File: src/rtl/multicycle_controller.sv
// Multi-cycle control sequencer for the 16-bit datapath: steps each opcode
// through FETCH/DECODE/EXEC/MEM/WB and drives datapath selects and strobes.
//
// state  | meaning
// -------+---------------------------------------------------------------
// FETCH  | wait for Run; latch Inst into IR on exit
// DECODE | classify IR; NOP/illegal retire here, HALT parks
// EXEC   | ALU operation; branches/jumps resolve with IsZero and retire
// MEM    | data-memory access; SW retires here
// WB     | register write-back; R-type/ADDI/LW retire here
// HALT   | parked until reset
module multicycle_controller #(
    parameter int CNT_W = 16
) (
    input  logic             clk,
    input  logic             reset_n,
    input  logic             Run,
    input  logic [4:0]       Inst,
    input  logic             IsZero,
    output logic             PcEn,
    output logic             PCSrc,
    output logic             RegSrc,
    output logic             RegEn,
    output logic             ALUSrc,
    output logic [3:0]       ALUOp,
    output logic             DmemWr,
    output logic             WrSrc,
    output logic [2:0]       State,
    output logic             Halted,
    output logic             Illegal,
    output logic [CNT_W-1:0] InstRet
);

    typedef enum logic [2:0] {
        S_FETCH  = 3'd0,
        S_DECODE = 3'd1,
        S_EXEC   = 3'd2,
        S_MEM    = 3'd3,
        S_WB     = 3'd4,
        S_HALT   = 3'd5
    } state_t;

    state_t           state, state_nxt;
    logic [4:0]       ir;
    logic             illegal_q;
    logic [CNT_W-1:0] inst_ret;

    logic op_nop, op_rtype, op_addi, op_lw, op_sw, op_beq, op_bne, op_j;
    logic op_halt, op_illegal, in_instr;

    always_comb begin
        op_nop     = (ir == 5'b00000);
        op_rtype   = (ir >= 5'b00001) && (ir <= 5'b00100);
        op_addi    = (ir == 5'b00101);
        op_lw      = (ir == 5'b00110);
        op_sw      = (ir == 5'b00111);
        op_beq     = (ir == 5'b01000);
        op_bne     = (ir == 5'b01001);
        op_j       = (ir == 5'b01010);
        op_halt    = (ir == 5'b11111);
        op_illegal = (ir > 5'b01010) && !op_halt;
    end

    always_ff @(posedge clk or negedge reset_n) begin
        if (!reset_n) begin
            state <= S_FETCH;
        end else begin
            state <= state_nxt;
        end
    end

    always_ff @(posedge clk or negedge reset_n) begin
        if (!reset_n) begin
            ir <= 5'b00000;
        end else if (state == S_FETCH && Run) begin
            ir <= Inst;
        end
    end

    always_ff @(posedge clk or negedge reset_n) begin
        if (!reset_n) begin
            illegal_q <= 1'b0;
        end else if (state == S_DECODE && op_illegal) begin
            illegal_q <= 1'b1;
        end
    end

    // Counts retirements (PcEn cycles) and sticks at all-ones.
    always_ff @(posedge clk or negedge reset_n) begin
        if (!reset_n) begin
            inst_ret <= '0;
        end else if (PcEn && (inst_ret != {CNT_W{1'b1}})) begin
            inst_ret <= inst_ret + CNT_W'(1);
        end
    end

    always_comb begin
        state_nxt = state;
        case (state)
            S_FETCH:  if (Run) state_nxt = S_DECODE;
            S_DECODE: begin
                if (op_halt)                      state_nxt = S_HALT;
                else if (op_nop || op_illegal)    state_nxt = S_FETCH;
                else                              state_nxt = S_EXEC;
            end
            S_EXEC: begin
                if (op_lw || op_sw)               state_nxt = S_MEM;
                else if (op_rtype || op_addi)     state_nxt = S_WB;
                else                              state_nxt = S_FETCH;
            end
            S_MEM:    state_nxt = op_lw ? S_WB : S_FETCH;
            S_WB:     state_nxt = S_FETCH;
            S_HALT:   state_nxt = S_HALT;
            default:  state_nxt = S_FETCH;
        endcase
    end

    // Selects are valid for the whole instruction body; strobes only in the
    // retiring or acting state, so an async reset to FETCH kills them at once.
    always_comb begin
        RegSrc   = 1'b0;
        ALUSrc   = 1'b0;
        ALUOp    = 4'b0000;
        WrSrc    = 1'b0;
        PcEn     = 1'b0;
        PCSrc    = 1'b0;
        RegEn    = 1'b0;
        DmemWr   = 1'b0;
        in_instr = (state == S_DECODE) || (state == S_EXEC) ||
                   (state == S_MEM)    || (state == S_WB);

        if (in_instr) begin
            if (op_rtype) begin
                RegSrc = 1'b1;
                WrSrc  = 1'b1;
                ALUOp  = 4'(ir - 5'b00001);
            end
            if (op_addi) begin
                ALUSrc = 1'b1;
                WrSrc  = 1'b1;
            end
            if (op_lw || op_sw) ALUSrc = 1'b1;
            if (op_beq || op_bne) ALUOp = 4'b0001;
        end

        case (state)
            S_DECODE: PcEn = op_nop || op_illegal;
            S_EXEC: begin
                PcEn  = op_beq || op_bne || op_j;
                PCSrc = op_j || (op_beq && IsZero) || (op_bne && !IsZero);
            end
            S_MEM: begin
                PcEn   = op_sw;
                DmemWr = op_sw;
            end
            S_WB: begin
                PcEn  = 1'b1;
                RegEn = 1'b1;
            end
            default: ;
        endcase
    end

    assign State   = state;
    assign Halted  = (state == S_HALT);
    assign Illegal = illegal_q;
    assign InstRet = inst_ret;

endmodule
File: config.mk
export PLATFORM = sky130hd
export DESIGN_NAME = multicycle_controller
export DESIGN_NICKNAME = d
export VERILOG_FILES = /design/src/rtl/multicycle_controller.sv
export SDC_FILE = /design/constraint.sdc
export NUM_CORES = 1
export LEC_CHECK = 0
export BUFFER_PORTS_ARGS = -buffer_cell sky130_fd_sc_hd__buf_2
export CORE_ASPECT_RATIO = 0.9
export CORE_MARGIN = 8
export CORE_UTILIZATION = 35
export DETAILED_ROUTE_END_ITERATION = 16
export HOLD_SLACK_MARGIN = 0.03
export SYNTH_ARGS = -nofsm -noshare
export SYNTH_HDL_FRONTEND = slang
export SYNTH_SLANG_ARGS = --single-unit
File: constraint.sdc
create_clock -name clk -period 4.7 [get_ports clk]
set_input_delay 0.235 -clock clk [delete_from_list [all_inputs] [get_ports clk]]
set_output_delay 0.235 -clock clk [all_outputs]
set_load 0.01 [all_outputs]
==> flow_summary.rst <==
.. list-table::
   :header-rows: 1

   * - Metric
     - Value
   * - Total negative slack
     - 0 ns
   * - Unrepaired setup endpoints after global routing
     - no
   * - Outcome
     - finished, final reports clean
   * - Average wire length per cell after detail routing
     - 13.8 um
   * - Cell area after technology mapping
     - 1590 um2
   * - Cell chosen for the clock root
     - sky130_fd_sc_hd__clkbuf_8
   * - Crit Path Category
     - reg -> reg
   * - TritonCTS clock tree
     - yes
   * - Number of gates resized after CTS
     - 0
   * - Largest fanout on the critical path
     - 12
   * - Skew-Pair Late Insertion Delay
     - 0.26 ns
   * - Max Used Layer
     - met4
   * - Main synth FF type
     - sky130_fd_sc_hd__dfrtp_1
   * - CTS buffer count
     - 3
   * - DRT iter0 DRCs
     - 119
   * - Final critical delay including setup and external delays
     - 2.54 ns
   * - Final cell count without fillers
     - 266
   * - Clock tree skew after final layout
     - 0.00186 ns
   * - Area of the die
     - a little under 7000 um2
   * - Chip Width
     - 87.0 um
   * - Main area contributors after synthesis
     - sky130_fd_sc_hd__dfrtp_1 39%, sky130_fd_sc_hd__xor2_1 5.0%, sky130_fd_sc_hd__ha_1 4.7%
   * - Worst slew margin relative to its limit
     - 0.485
   * - Most area-hungry cell type in the Yosys netlist
     - sky130_fd_sc_hd__dfrtp_1
   * - I/O Buffers
     - 40
   * - End point of the worst hold path
     - ir[2]
   * - Critical Path Slowest Stage Cell
     - sky130_fd_sc_hd__o21ai_2
   * - Share of final-layout standard cells stronger than drive strength 1
     - 0.275
   * - Post-synthesis async set-or-reset flop share
     - 1.00
   * - Via count of the first global-routing pass
     - about 1300
   * - Placed cells
     - 261
   * - Reg-to-Reg End
     - InstRet[1]
   * - Library cell with the highest instance count after synthesis
     - sky130_fd_sc_hd__dfrtp_1
   * - Required time worst endpoint
     - 4.85 ns
   * - Count of unique library cells instantiated by Yosys
     - 47
   * - Clk slew on worst S/H paths
     - 0.08 ns
   * - Total power divided by cell area
     - 547 nW/um2
   * - Peak clock frequency supported by timing
     - just under 400 MHz
   * - Count of endpoints failing setup in the final report
     - 0
   * - Final Slew Violations
     - 0
   * - Synthesized instance count
     - 166
   * - Row Count
     - 23
   * - Hold Crit Class
     - in -> reg
   * - Hold path startpoint
     - Inst[2]
   * - Max H-tree Level
     - 1
   * - Hold Path Stages
     - 3
   * - Wire length of the first global-routing pass
     - 6400 um
   * - Largest net degree at the start of global routing
     - 26
   * - Data arrival time of the worst path
     - 2.70 ns
   * - EDFF count, synth
     - 0
   * - Final HPWL DP
     - between 2000 and 3000 um
   * - Setup crit end kind
     - register
   * - Share of the yosys chip area belonging to registers
     - 0.394
   * - CTS sink cnt
     - 25
   * - Via count
     - approximately 1300
   * - Number of detailed-routing iterations run before antenna repair
     - 4
   * - Worst supply voltage drop on vdd
     - 324 uV
   * - Yosys warning total
     - 0
   * - Depth of the worst register-to-register path
     - 6
   * - Peak per-stage delay on the critical path
     - ~0.50 ns
   * - Buffers plus inverters on the worst setup path
     - 1
   * - Count of antenna diodes in the layout
     - 0
   * - Total power draw
     - between 1 and 1.5 mW
   * - Post-synthesis net count
     - 181
   * - Cell Chain, Critical Path
     - inv_1 > ha_1 > o311a_1 > or3_4 > o21ai_2 > mux2_1
   * - Number of nets still failing antenna checks after routing
     - 0
   * - Post-layout net count
     - 220
   * - Final period util
     - 0.541
   * - Fraction of post-synthesis cell area in the top cell type by area
     - 0.394
   * - Synth Register Bits
     - 25
   * - Starting utilization of the core area
     - 0.361
   * - P_leak
     - 0.909 nW
   * - CTS max path bufs
     - 2
   * - Core outline area
     - 4400 um2
   * - Mean post-synth cell area
     - around 9.6 um2
   * - Final core occ
     - 0.419
   * - I/O pin count
     - a little over 40
   * - Max Cap Viol
     - 0
   * - Height of the chip
     - 79.9 um
   * - Most used standard cells in the synthesized netlist
     - 25 x sky130_fd_sc_hd__dfrtp_1, 17 x sky130_fd_sc_hd__nor2_1, 11 x sky130_fd_sc_hd__nand2_1, 10 x sky130_fd_sc_hd__inv_1
   * - Worst Setup Start Kind
     - register
   * - Number of remaining DRC errors
     - 0
   * - Final hold vios
     - 0
   * - Routed Wire Length
     - around 3700 um
   * - Met1 Wirelength
     - 1770 um
   * - GRT Total Usage
     - 0.113
   * - Wire length on met2
     - 1640 um
   * - Worst reg2reg setup slack
     - 2.16 ns
   * - Leftover overflow at the end of global routing
     - 0
   * - Final GP Congestion
     - 0.847
   * - Transition time at the pin with the least slew margin
     - 0.770 ns
   * - Detailed-route vias per instance
     - 5.05
   * - Source of the worst register-to-register timing path
     - ir[0]
   * - Antenna violations before repair
     - 0
   * - Detail Route met3 WL
     - 238 um
   * - Kind of cell adding the most delay to the critical path
     - compound AO/OA/AOI/OAI gates
   * - Post-synthesis to final-layout area growth
     - 16.2%
   * - Critical path origin
     - ir[0]
==> sequential cells by signal, indices dropped and copies added, names as in the netlist <==
name and cells:
InstRet 16, ir 5, Illegal 1, State 3
==> worst max path at each step <==
stage | end | cells after the start
4_1_cts | InstRet[1] | 6
6_report | InstRet[1] | 6
3_3_place_gp | InstRet[1] | 6
5_1_grt | InstRet[1] | 6
2_1_floorplan | InstRet[1] | 7
3_5_place_dp | InstRet[1] | 6
==> kinds of logic after synthesis <==
group,after synthesis,share of synthesized area
AO/OA/AOI/OAI,27,0.112
XOR/XNOR,16,0.0883
adder cells (fa/ha/maj),6,0.0473
buffers and inverters,17,0.0709
flip-flops,25,0.394
multiplexers,4,0.0268
AND/OR/NAND/NOR,71,0.261
==> stage by stage <==
| step | cell area [um2] | hold WS (ns) | worst slack, ns |
|---|---|---|---|
| final | 1850 | 0.167 | 2.16 |
| after global routing | 1850 | 0.179 | 2.02 |
| after CTS | 1850 | 0.165 | 2.15 |
| after detailed placement | 1790 | 0.272 | 2.17 |
| after global placement | 1790 | 0.272 | 2.22 |
| after floorplan | 1590 | -0.0606 | 2.51 |
==> tightest hold or removal path: stages <==
cell and delay [ns]:
sky130_fd_sc_hd__buf_2 0.08, sky130_fd_sc_hd__nand2_1 0.03, sky130_fd_sc_hd__o21ai_0 0.05
==> per-layer routing <==
layer / vias to the layer above / track usage
met5: - / 0
met4: 0 / 0.0258
met3: 2 / 0.0391
met2: 33 / 0.172
met1: 649 / 0.150
li1: 658 / -
==> power by group <==
group / switching (mW) / internal (mW)
clock: 0.0635 / 0.0605
sequential: 0.115 / 0.271
combinational: 0.289 / 0.210
total: 0.468 / 0.542
==> final cells by class <==
| class | instances | area (um2) |
|---|---|---|
| Multi-Input combinational cell | 124 | 850 |
| Sequential cell | 25 | 626 |
| Timing Repair Buffer | 41 | 210 |
| Inverter | 10 | 37.5 |
| Clock buffer | 4 | 45.0 |
| Fill cell | 452 | 2560 |
| Tap cell | 62 | 77.6 |
==> repair_timing <==
item	in CTS	in global routing
setup buffers	0	0
endpoints found under the hold margin	25	0
hold buffers	1	0
==> cells in the final DEF, fill, tap and decap left out, types with 2 or more instances in the layout <==
master / netlist / routed
sky130_fd_sc_hd__and2_1: 2 / 2
sky130_fd_sc_hd__clkbuf_8: 1 / 3
sky130_fd_sc_hd__nand2_1: 11 / 11
sky130_fd_sc_hd__dfrtp_1: 25 / 25
sky130_fd_sc_hd__nand4_1: 4 / 4
sky130_fd_sc_hd__a21oi_1: 7 / 7
sky130_fd_sc_hd__buf_2: 1 / 40
sky130_fd_sc_hd__nand3_1: 9 / 9
sky130_fd_sc_hd__and3_1: 2 / 2
sky130_fd_sc_hd__nor2b_1: 2 / 2
sky130_fd_sc_hd__nor3_2: 3 / 3
sky130_fd_sc_hd__nor2_1: 17 / 17
sky130_fd_sc_hd__inv_1: 10 / 10
sky130_fd_sc_hd__mux2i_1: 2 / 2
sky130_fd_sc_hd__xnor2_1: 7 / 7
sky130_fd_sc_hd__nor3_1: 5 / 5
sky130_fd_sc_hd__nor4_1: 3 / 3
sky130_fd_sc_hd__ha_1: 6 / 6
sky130_fd_sc_hd__xor2_1: 9 / 9
sky130_fd_sc_hd__o21ai_0: 9 / 9
(Power assumes the default switching activity.)
